--- config.mk ---
export PLATFORM = sky130hd
export DESIGN_NAME = me_unit
export DESIGN_NICKNAME = d
export VERILOG_FILES = /design/src/rtl/me_unit_pkg.sv /design/src/rtl/me_unit_load_align.sv /design/src/rtl/me_unit.sv
export SDC_FILE = /design/constraint.sdc
export NUM_CORES = 1
export LEC_CHECK = 0
export ABC_AREA = 1
export BUFFER_PORTS_ARGS = -buffer_cell sky130_fd_sc_hd__buf_4
export CAP_MARGIN = 25
export CORE_ASPECT_RATIO = 0.9
export CORE_MARGIN = 2
export CORE_UTILIZATION = 48
export CTS_BUF_LIST = sky130_fd_sc_hd__clkbuf_2 sky130_fd_sc_hd__clkbuf_4 sky130_fd_sc_hd__clkbuf_8
export CTS_CLUSTER_DIAMETER = 50
export DETAILED_ROUTE_END_ITERATION = 6
export GPL_TIMING_DRIVEN = 0
export PLACE_DENSITY_LB_ADDON = 0.12
export SETUP_SLACK_MARGIN = 0.4
export SLEW_MARGIN = 20
export SYNTH_ARGS = -nofsm -noshare
export SYNTH_HDL_FRONTEND = slang
export SYNTH_SLANG_ARGS = --single-unit
--- constraint.sdc ---
create_clock -name clk -period 1.44 [get_ports clk]
set_input_delay 0 -clock clk [delete_from_list [all_inputs] [get_ports clk]]
set_output_delay 0 -clock clk [all_outputs]
set_load 0.01 [all_outputs]
--- src/rtl/me_unit_pkg.sv ---
// Shared definitions for the ME pipeline stage: bus widths, field offsets,
// load_op encodings and load extension helpers.
package me_unit_pkg;

    localparam int EX_BUS_W    = 75;
    localparam int WB_BUS_W    = 70;

    localparam int EX_PC_LSB   = 43;
    localparam int EX_GR_WE    = 42;
    localparam int EX_DEST_LSB = 37;
    localparam int EX_ALU_LSB  = 5;
    localparam int EX_RFM      = 4;
    localparam int EX_LOP_LSB  = 1;
    localparam int EX_MREQ     = 0;

    localparam int WB_PC_LSB   = 38;
    localparam int WB_GR_WE    = 37;
    localparam int WB_DEST_LSB = 32;

    typedef enum logic [2:0] {
        LD_W  = 3'd0,
        LD_B  = 3'd1,
        LD_BU = 3'd2,
        LD_H  = 3'd3,
        LD_HU = 3'd4
    } load_op_e;

    function automatic logic [31:0] ext_byte(input logic [7:0] b, input logic sgn);
        return {{24{sgn & b[7]}}, b};
    endfunction

    function automatic logic [31:0] ext_half(input logic [15:0] h, input logic sgn);
        return {{16{sgn & h[15]}}, h};
    endfunction

endpackage

--- src/rtl/me_unit_load_align.sv ---
// Combinational load-data alignment and sign/zero extension for the ME stage.
module me_load_align
    import me_unit_pkg::*;
(
    input  logic [31:0] rdata,
    input  logic [1:0]  addr,
    input  logic [2:0]  load_op,
    output logic [31:0] result
);

    logic [7:0]  byte_s;
    logic [15:0] half_s;

    // Select the addressed byte/halfword, then extend according to load_op
    always_comb begin
        byte_s = 8'd0;
        half_s = 16'd0;
        result = rdata;
        case (addr)
            2'd0:    byte_s = rdata[7:0];
            2'd1:    byte_s = rdata[15:8];
            2'd2:    byte_s = rdata[23:16];
            2'd3:    byte_s = rdata[31:24];
            default: byte_s = rdata[7:0];
        endcase
        // halfword accesses are naturally aligned, so only addr[1] matters
        if (addr[1]) begin
            half_s = rdata[31:16];
        end else begin
            half_s = rdata[15:0];
        end
        case (load_op)
            LD_W:    result = rdata;
            LD_B:    result = ext_byte(byte_s, 1'b1);
            LD_BU:   result = ext_byte(byte_s, 1'b0);
            LD_H:    result = ext_half(half_s, 1'b1);
            LD_HU:   result = ext_half(half_s, 1'b0);
            default: result = rdata;
        endcase
    end

endmodule

--- src/rtl/me_unit.sv ---
// ME pipeline stage: holds one instruction, waits for the data-SRAM response,
// buffers it across WB stalls and forms the WB bus. Optional ME_FWD_EN enables forwarding.
module me_unit
    import me_unit_pkg::*;
(
    input  logic                clk,
    input  logic                resetn,
    input  logic                EX_to_ME_Valid,
    input  logic [EX_BUS_W-1:0] EX_to_ME_Bus,
    output logic                ME_Allow_in,
    input  logic                data_sram_data_ok,
    input  logic [31:0]         data_sram_rdata,
    output logic                ME_to_WB_Valid,
    output logic [WB_BUS_W-1:0] ME_to_WB_Bus,
    input  logic                WB_Allow_in,
    output logic [4:0]          ME_dest,
    output logic                ME_fwd_valid,
    output logic [31:0]         ME_fwd_data,
    output logic                ME_load_pending
);

    logic                me_valid_r;
    logic [EX_BUS_W-1:0] payload_r;
    logic                buf_valid_r;
    logic [31:0]         buf_data_r;

    logic [31:0] pc_s;
    logic        gr_we_s;
    logic [4:0]  dest_s;
    logic [31:0] alu_result_s;
    logic        res_from_mem_s;
    logic [2:0]  load_op_s;
    logic        mem_req_s;

    logic        resp_seen_s;
    logic        ready_go_s;
    logic        allow_in_s;
    logic        handoff_s;
    logic        buf_capture_s;
    logic [31:0] load_data_s;
    logic [31:0] aligned_s;
    logic [31:0] final_result_s;

    assign pc_s           = payload_r[EX_PC_LSB +: 32];
    assign gr_we_s        = payload_r[EX_GR_WE];
    assign dest_s         = payload_r[EX_DEST_LSB +: 5];
    assign alu_result_s   = payload_r[EX_ALU_LSB +: 32];
    assign res_from_mem_s = payload_r[EX_RFM];
    assign load_op_s      = payload_r[EX_LOP_LSB +: 3];
    assign mem_req_s      = payload_r[EX_MREQ];

    assign resp_seen_s    = data_sram_data_ok || buf_valid_r;
    assign ready_go_s     = !mem_req_s || resp_seen_s;
    assign allow_in_s     = !me_valid_r || (ready_go_s && WB_Allow_in);
    assign handoff_s      = me_valid_r && ready_go_s && WB_Allow_in;
    // a response that cannot be handed on this cycle must survive rdata changing
    assign buf_capture_s  = me_valid_r && mem_req_s && data_sram_data_ok && !WB_Allow_in;
    assign load_data_s    = buf_valid_r ? buf_data_r : data_sram_rdata;

    me_load_align u_align (
        .rdata   (load_data_s),
        .addr    (alu_result_s[1:0]),
        .load_op (load_op_s),
        .result  (aligned_s)
    );

    assign final_result_s  = res_from_mem_s ? aligned_s : alu_result_s;

    assign ME_Allow_in     = allow_in_s;
    assign ME_to_WB_Valid  = me_valid_r && ready_go_s;
    assign ME_to_WB_Bus    = {pc_s, gr_we_s, dest_s, final_result_s};
    assign ME_dest         = (me_valid_r && gr_we_s) ? dest_s : 5'd0;
    assign ME_load_pending = me_valid_r && res_from_mem_s && mem_req_s && !resp_seen_s;

`ifdef ME_FWD_EN
    assign ME_fwd_valid    = me_valid_r && gr_we_s && ready_go_s;
    assign ME_fwd_data     = final_result_s;
`else
    assign ME_fwd_valid    = 1'b0;
    assign ME_fwd_data     = 32'd0;
`endif

    // Stage occupancy and instruction payload capture from EX
    always_ff @(posedge clk or negedge resetn) begin
        if (!resetn) begin
            me_valid_r <= 1'b0;
            payload_r  <= {EX_BUS_W{1'b0}};
        end else begin
            if (allow_in_s) begin
                me_valid_r <= EX_to_ME_Valid;
            end
            if (EX_to_ME_Valid && allow_in_s) begin
                payload_r <= EX_to_ME_Bus;
            end
        end
    end

    // Response buffer: holds load data while WB is stalled, released on handoff
    always_ff @(posedge clk or negedge resetn) begin
        if (!resetn) begin
            buf_valid_r <= 1'b0;
            buf_data_r  <= 32'd0;
        end else if (handoff_s) begin
            buf_valid_r <= 1'b0;
        end else if (buf_capture_s) begin
            buf_valid_r <= 1'b1;
            buf_data_r  <= data_sram_rdata;
        end
    end

endmodule

==> metrics.csv, run 1 <==
metric;value;unit
status;did not finish;
Stopped at;5_1_grt;
error msg;[ERROR GRT-0232] Routing congestion too high. Check the congestion heatmap in the GUI.;
Routability Congestion;0.947;
Post-DP Area;0.00884;mm²
Netlist Area Pre-Place;0.00663;mm²
synthesized flop and latch total;109;
GR repair worst EP;ME_to_WB_Bus[21];
IO buf count;188;
DPL Wire Length;14200;µm
WEP type;output port;
post-synthesis sequential area ratio;0.411;
Yosys cell types;31;
Yosys top cell area share;0.411;
gr usage total;0.849;
syn_area_per_cell;7.31;µm²
H-tree depth;3;
Clock Sinks;109;
synthesized instance count;907;
Synth area leader;dfrtp_1;
largest net degree at the start of global routing;110;
Synth Flop Type;dfrtp_1;
Post-synth ARST share;1.00;
Initial Util;0.494;
die width;128;µm
CTS Buf Count;9;
Yosys warning count;0;
clock root buffer master;clkbuf_8;
maximum clock path buffer count;2;
I/O Pins;223;
gr ovfl total;204;
Core Rows;40;
Die H;115;µm
Post-synth EDFFs;0;
ranking of synthesized cells by area;dfrtp_1 41%, nand2_1 17%, buf_4 9.2%;
-- logic make-up after synthesis --
| logic type | Yosys count | share of synthesized area |
|---|---|---|
| and+or+nand+nor | 495 | 0.330 |
| buffers and inverters | 193 | 0.169 |
| DFF | 109 | 0.411 |
| AOI/OAI and AO/OA | 108 | 0.0870 |
| muxes | 1 | 0.00151 |
| other | 1 | 0.000566 |
-- timing repair --
| item | in CTS |
|---|---|
| setup endpoints to repair | 187 |
| endpoints found under the hold margin | 217 |
| resized for setup | 278 |
| cloned | 19 |
| buffers inserted | 33 |
| hold buffers | 108 |
| pin swaps | 51 |
-- per-layer routing --
layer,GRT overflow,GRT usage
met5,1,0.327
met1,2,0.810
met3,6,0.726
met4,85,0.930
met2,110,1.01
-- cells in the mapped netlist, types with 13 or more instances --
master and instances:
nand3_1 96, dfrtp_1 109, inv_1 64, o21ai_1 37
clkbuf_1 13, buf_4 81, nand2_1 297, buf_2 15
a21oi_1 39, nor2_1 58, o21ai_0 22, or2_2 16
-- through the flow --
| stage | setup slack (ns) | instances | utilization |
|---|---|---|---|
| 2_1_floorplan | 0.105 | 939 | - |
| 3_3_place_gp | -0.284 | 1295 | 0.659 |
| 3_5_place_dp | -0.298 | 1295 | 0.659 |
| 4_1_cts | -0.611 | 1471 | 0.881 |
==> inputs of run 2 (changes only) <==
Settings changed: CORE_ASPECT_RATIO 0.9 to default, CORE_UTILIZATION 48 to 40, CTS_BUF_LIST sky130_fd_sc_hd__clkbuf_2 sky130_fd_sc_hd__clkbuf_4 sky130_fd_sc_hd__clkbuf_8 to default, CTS_CLUSTER_DIAMETER 50 to default, PLACE_DENSITY_LB_ADDON 0.12 to 0.15, SETUP_SLACK_MARGIN 0.4 to default.
Clock period 1.44 ns to 1.9 ns, I/O delays scaled along.
==> run 2 against run 1 <==
  * The flow now finishes, with violations (negative setup slack)
  * Synthesized cell count unchanged
  * Area after synthesis did not move
==> metrics.csv, run 2 <==
metric;value;unit
DRT Wirelength;21200;µm
largest net degree at the start of global routing;57;
CTS Buf Count;9;
period utilization;1.04;
Yosys warning count;0;
synthesized instance count;907;
top-count cell post-synth;nand2_1;
syn_area_per_cell;7.31;µm²
vias in the first global route;6563;
f_max;505;MHz
ANT cells;0;
Slew headroom;0.581;
Max Cap Viol;0;
max reg flops;75;
Pint;7.86;mW
Top Usage Layer GRT;met2;
IO buf count;188;
I/O Pins;223;
1st-pass router iterations;5;
first-pass GRT wire length;33400;µm
Power Dens Cells;1290;mW/mm²
setup ws final;-0.0816;ns
Post-synth EDFFs;0;
Worst setup SP type;flip-flop;
initial antenna violation count;0;
Sw Ratio;0.420;
Via density;4.60;
DRC;0;
worst skew pair latency;0.36;ns
Clock Sinks;109;
CTS tree;done;
Final setup viols;23;
post-synthesis sequential area ratio;0.411;
Layout area overhead;59.3;%
DPL Wire Length;14600;µm
Synth Flop Type;dfrtp_1;
Initial Util;0.404;
gr ovfl total;0;
Netlist Area Pre-Place;0.00663;mm²
Worst Path Class, Setup;flip-flop to output pin;
Core Footprint;0.0164;mm²
nature of the critical path endpoint;output pin;
Worst Path Arrival;1.98;ns
largest register by flop count;payload_r;
Post-synth ARST share;1.00;
combinational power share;0.585;
Period minus WS final;1.98;ns
P_leak;5.58;nW
Synth area leader;dfrtp_1;
fin nets;1384;
share of cells above drive strength 1;0.358;
commonest cells in the netlist;297 x nand2_1, 109 x dfrtp_1, 96 x nand3_1;
total power;13.6;mW
die area;0.0176;mm²
most frequent cells in the layout;282 x nand2_1, 271 x buf_4, 115 x dlygate4sd3_1;
ranking of synthesized cells by area;dfrtp_1 41%, nand2_1 17%, buf_4 9.2%;
Yosys top cell area share;0.411;
maximum clock path buffer count;2;
Routability Congestion;0.898;
Layout Skew;0.0124;ns
worst vdd ir;644;µV
actual slew at the worst max-slew pin;0.629;ns
synthesized flop and latch total;109;
clock root buffer master;clkbuf_16;
Yosys cell types;31;
RSZ-0062 raised after global routing;true;
DR iter-0 viols;319;
hold_ws;0.108;ns
die width;133;µm
GRT met1 Usage;0.292;
failing checks;negative setup slack;
placed insts;1348;
routing usage on met2;0.422;
H-tree depth;3;
Die H;133;µm
crit-path max FO;7;
DRT antenna net count;0;
max-slew violation count;0;
biggest regs;payload_r (75), buf_data_r (32);
commonest non-fill, non-tap cell in the layout;nand2_1;
clock-pin slew on the worst setup and hold paths;0.07;ns
worst min path class;input pin to flip-flop;
gr usage total;0.238;
Worst EP required;1.90;ns
final hold vios;0;
Core Rows;47;
total vias in the final route;6892;
status;finished with violations;
M3 GR Usage;0.0655;
Routed WL per cell;14.1;µm
Non-Filler Instances;1497;
Clock power frac;0.145;
sw power;5.71;mW
register share of total power;0.270;
run 2: cell counts after synthesis:
Identical to the previous run, type by type.
run 2: metal layers:
metal / vias up / wire [µm]
met5: - / 0
met4: 0 / 214
met3: 19 / 1450
met2: 202 / 10700
met1: 3180 / 8810
li1: 3491 / -
run 2: kinds of logic after synthesis:
| group | after synthesis | share of synthesized area |
|---|---|---|
| AO/OA/AOI/OAI | 108 | 0.0870 |
| buffers and inverters | 193 | 0.169 |
| other | 1 | 0.000566 |
| multiplexers | 1 | 0.00151 |
| flip-flops | 109 | 0.411 |
| AND/OR/NAND/NOR | 495 | 0.330 |
run 2: layout make-up:
type,count,area [µm²]
tap,220,275
buffer,122,887
sequential,109,2730
multi-input combinational,637,3270
inverter,70,280
clock inverter,6,70.1
fill,1441,5850
timing repair buffer,323,2810
clock buffer,10,229
run 2: power by group through the flow:
stage	logic, mW	registers, mW	clock network (mW)
finish	7.94	3.67	1.97
detailed placement	6.64	3.62	0
global route	8.70	3.76	2.09
CTS	7.50	3.62	2.00
global placement	6.56	3.61	0
floorplan	4.19	3.51	0
run 2: what timing repair did:
item                                    in CTS  in global routing
resized for setup                           68                 71
hold endpoints to repair                   163                  0
buffers inserted                            13                  5
pin swaps                                   16                 17
endpoints found under the setup margin      32                 32
hold buffers                               115                  0
cloned                                       2                  0
run 2: through the flow:
step | setup slack (ns) | TNS [ns] | utilization | cell area (µm²)
after floorplan | 0.549 | 0 | - | 6750
final | -0.0816 | -0.947 | 0.644 | 10600
after global routing | -0.208 | -4.55 | 0.644 | 10600
after detailed placement | 0.119 | 0 | 0.516 | 8470
after global placement | 0.114 | 0 | 0.514 | 8440
after CTS | -0.0907 | -1.62 | 0.629 | 10300
run 2: worst paths after layout:
path	start	to	slack [ns]	cells past startpoint
worst max-delay path	buf_valid_r$_DFFE_PN0P_	ME_to_WB_Bus[19]	-0.08	12
worst min-delay path	data_sram_data_ok	buf_data_r[9]$_DFFE_PN0P_	0.11	4
worst max register to register	buf_valid_r$_DFFE_PN0P_	payload_r[32]$_DFFE_PN0P_	0.14	10
worst min register to register	payload_r[34]$_DFFE_PN0P_	payload_r[34]$_DFFE_PN0P_	0.46	2
max in group asynchronous	resetn	payload_r[64]$_DFFE_PN0P_	1.06	3
min in group asynchronous	resetn	buf_data_r[23]$_DFFE_PN0P_	0.18	2
run 2: worst max-delay path, stage by stage, from the launching register on:
cell     delay, ns
dfrtp_2       0.46
buf_6         0.16
nand2_4       0.06
nand2_4       0.06
a21oi_4       0.15
nand2_4       0.08
nand3_4       0.13
buf_12        0.12
buf_8         0.10
nand3_2       0.07
nand2_2       0.07
inv_1         0.04
buf_6         0.12
(Power assumes the default switching activity.)
==> inputs of run 3 (changes only) <==
Settings changed: ABC_CLOCK_PERIOD_IN_PS from default to 1700, MAX_ROUTING_LAYER from default to met4.
Clock period 1.9 ns to 1.7 ns, I/O delays scaled along.
==> run 3 against run 2 <==
  * The flow still finishes with violations (negative setup slack)
  * Clock skew shrank 0.00066 ns
  * Cell area shrank 1.1%
  * Via count down 0.55%
  * Largest power group unchanged
  * Critical path depth decreased by 3
  * First-iteration DRC count grew 43%
  * Largest cell class unchanged
  * Total power increased by 9.0%
  * Combinational power increased by 7.6%
  * Register-to-register slack worse by 0.05 ns
  * Cell count hardly changed
==> metrics.csv, run 3 (same netlist as run 2, synthesis figures left out) <==
metric;value;unit
area of the multi-input gates;0.00317;mm²
M3 GR Usage;0.0464;
status;finished with violations;
DRT Wirelength;20900;µm
worst skew pair latency;0.36;ns
Worst Path Class, Setup;flip-flop to output pin;
vias in the first global route;6703;
fillers;1454;
P_leak;5.59;nW
Seq. cell area;0.00273;mm²
Worst Hold Launch;data_sram_data_ok;
worst min path class;input pin to flip-flop;
largest register by flop count;payload_r;
Layout Skew;0.0117;ns
routing usage on met2;0.406;
fin nets;1383;
initial antenna violation count;0;
setup ws final;-0.305;ns
Initial Util;0.404;
DRC;0;
ANT cells;0;
period utilization;1.18;
gr usage total;0.246;
die width;133;µm
Slew headroom;0.464;
GRT met1 Usage;0.305;
maximum clock path buffer count;2;
clock-pin slew on the worst setup and hold paths;0.07;ns
Core Footprint;0.0164;mm²
placed insts;1348;
RR Startpoint;buf_valid_r$_DFFE_PN0P_;
Period minus WS final;2.01;ns
f_max;499;MHz
actual slew at the worst max-slew pin;0.804;ns
1st-pass router iterations;5;
worst r2r path cells;10;
Routability Congestion;0.909;
CTS tree;done;
first-pass GRT wire length;33600;µm
failing checks;negative setup slack;
Clock Sinks;109;
fin util;0.636;
FF-to-FF setup slack;0.09;ns
H-tree depth;3;
max-slew violation count;0;
Max Cap Viol;0;
Top Usage Layer GRT;met2;
gr ovfl total;0;
Layout area overhead;57.4;%
Non-Filler Instances;1496;
RSZ-0062 raised after global routing;true;
Crit Reg-Reg Endpoint;payload_r[29]$_DFFE_PN0P_;
I/O Pins;223;
Worst EP required;1.70;ns
Die H;133;µm
Worst setup SP type;flip-flop;
Setup TNS Final;-7.47;ns
nature of the critical path endpoint;output pin;
worst vdd ir;687;µV
crit-path max FO;10;
Core Rows;47;
clock root buffer master;clkbuf_16;
Worst Path Arrival;2.01;ns
total power;14.8;mW
most frequent cells in the layout;288 x buf_4, 282 x nand2_1, 109 x dlygate4sd3_1;
DPL Wire Length;14600;µm
DRT antenna net count;0;
Final setup viols;32;
WHS Endpoint;buf_data_r[25]$_DFFE_PN0P_;
max reg flops;75;
largest net degree at the start of global routing;62;
CTS Buf Count;9;
IO buf count;188;
share of cells above drive strength 1;0.352;
total vias in the final route;6854;
Power Dens Cells;1420;mW/mm²
hold-critical path depth;5;
Via density;4.58;
final hold vios;0;
Routed WL per cell;14.0;µm
biggest regs;payload_r (75), buf_data_r (32);
commonest non-fill, non-tap cell in the layout;buf_4;
die area;0.0176;mm²
DR iter-0 viols;456;
-- run 3: changes by cell type in the layout (fill, tap and decap cells not counted), moves of 3 or more --
| cell | previous run | this run |
|---|---|---|
| o21ai_2 | 4 | 10 |
| buf_4 | 271 | 288 |
| nand3_4 | 6 | 2 |
| buf_8 | 2 | 7 |
| nand3_1 | 87 | 90 |
| inv_1 | 55 | 59 |
| o21ai_4 | 13 | 9 |
| inv_4 | 3 | 0 |
| dlygate4sd3_1 | 115 | 109 |
| a21oi_1 | 30 | 37 |
| a21oi_2 | 15 | 10 |
| buf_2 | 13 | 9 |
| o21ai_1 | 25 | 22 |
| buf_6 | 25 | 11 |
-- run 3: timing repair --
| action | CTS | global route |
|---|---|---|
| hold endpoints to repair | 156 | 0 |
| pin swaps | 8 | 10 |
| setup buffers | 11 | 9 |
| gates cloned | 2 | 1 |
| gates resized for setup | 74 | 38 |
| hold buffers | 109 | 0 |
| setup endpoints to repair | 83 | 92 |
-- run 3: critical path, cell delays in order, from the launching register on --
cell	delay [ns]
dfrtp_2	0.47
buf_8	0.17
buf_4	0.17
nand2_1	0.08
o21ai_2	0.09
mux2i_2	0.21
nor2_1	0.09
nor2_2	0.15
a21oi_2	0.08
buf_4	0.14
-- run 3: metrics by stage --
| stage | hold WS, ns | instance area [µm²] | setup WS, ns |
|---|---|---|---|
| floorplan | -0.296 | 6750 | 0.349 |
| global placement | 0.217 | 8440 | -0.0881 |
| detailed placement | -0.0231 | 8470 | -0.0933 |
| CTS | 0.0957 | 10200 | -0.293 |
| global route | 0.158 | 10400 | -0.403 |
| finish | 0.111 | 10400 | -0.305 |
-- run 3: where the power goes --
part | total [mW] | switching, mW | internal (mW)
logic | 8.54 | 4.61 | 3.93
registers | 4.06 | 0.544 | 3.52
clock network | 2.19 | 1.03 | 1.16
total | 14.8 | 6.18 | 8.61
-- run 3: cell type report --
| cell class | instances | area share |
|---|---|---|
| repair buffers | 321 | 0.264 |
| clock buffers | 10 | 0.0219 |
| flip-flops and latches | 109 | 0.262 |
| inverters | 70 | 0.0261 |
| well taps | 220 | 0.0264 |
| plain buffers | 123 | 0.0897 |
| multi-input cells | 637 | 0.303 |
| clock inverters | 6 | 0.00671 |
-- run 3: metal layers --
layer	part of all wire	up-vias
met5	0	-
met4	0.023	0
met3	0.058	33
met2	0.49	218
met1	0.43	3133
li1	-	3470
-- run 3: worst max path at each step --
stage                       startpoint                         to  slack (ns)  depth (start not counted)
6_report       buf_valid_r$_DFFE_PN0P_            ME_to_WB_Bus[8]       -0.31                          9
5_1_grt        buf_valid_r$_DFFE_PN0P_           ME_to_WB_Bus[29]       -0.40                         13
4_1_cts        buf_valid_r$_DFFE_PN0P_            ME_to_WB_Bus[9]       -0.29                          9
3_5_place_dp   buf_valid_r$_DFFE_PN0P_            ME_to_WB_Bus[8]       -0.09                          8
3_3_place_gp   buf_valid_r$_DFFE_PN0P_            ME_to_WB_Bus[8]       -0.09                          8
2_1_floorplan  buf_valid_r$_DFFE_PN0P_  payload_r[17]$_DFFE_PN0P_        0.35                          8
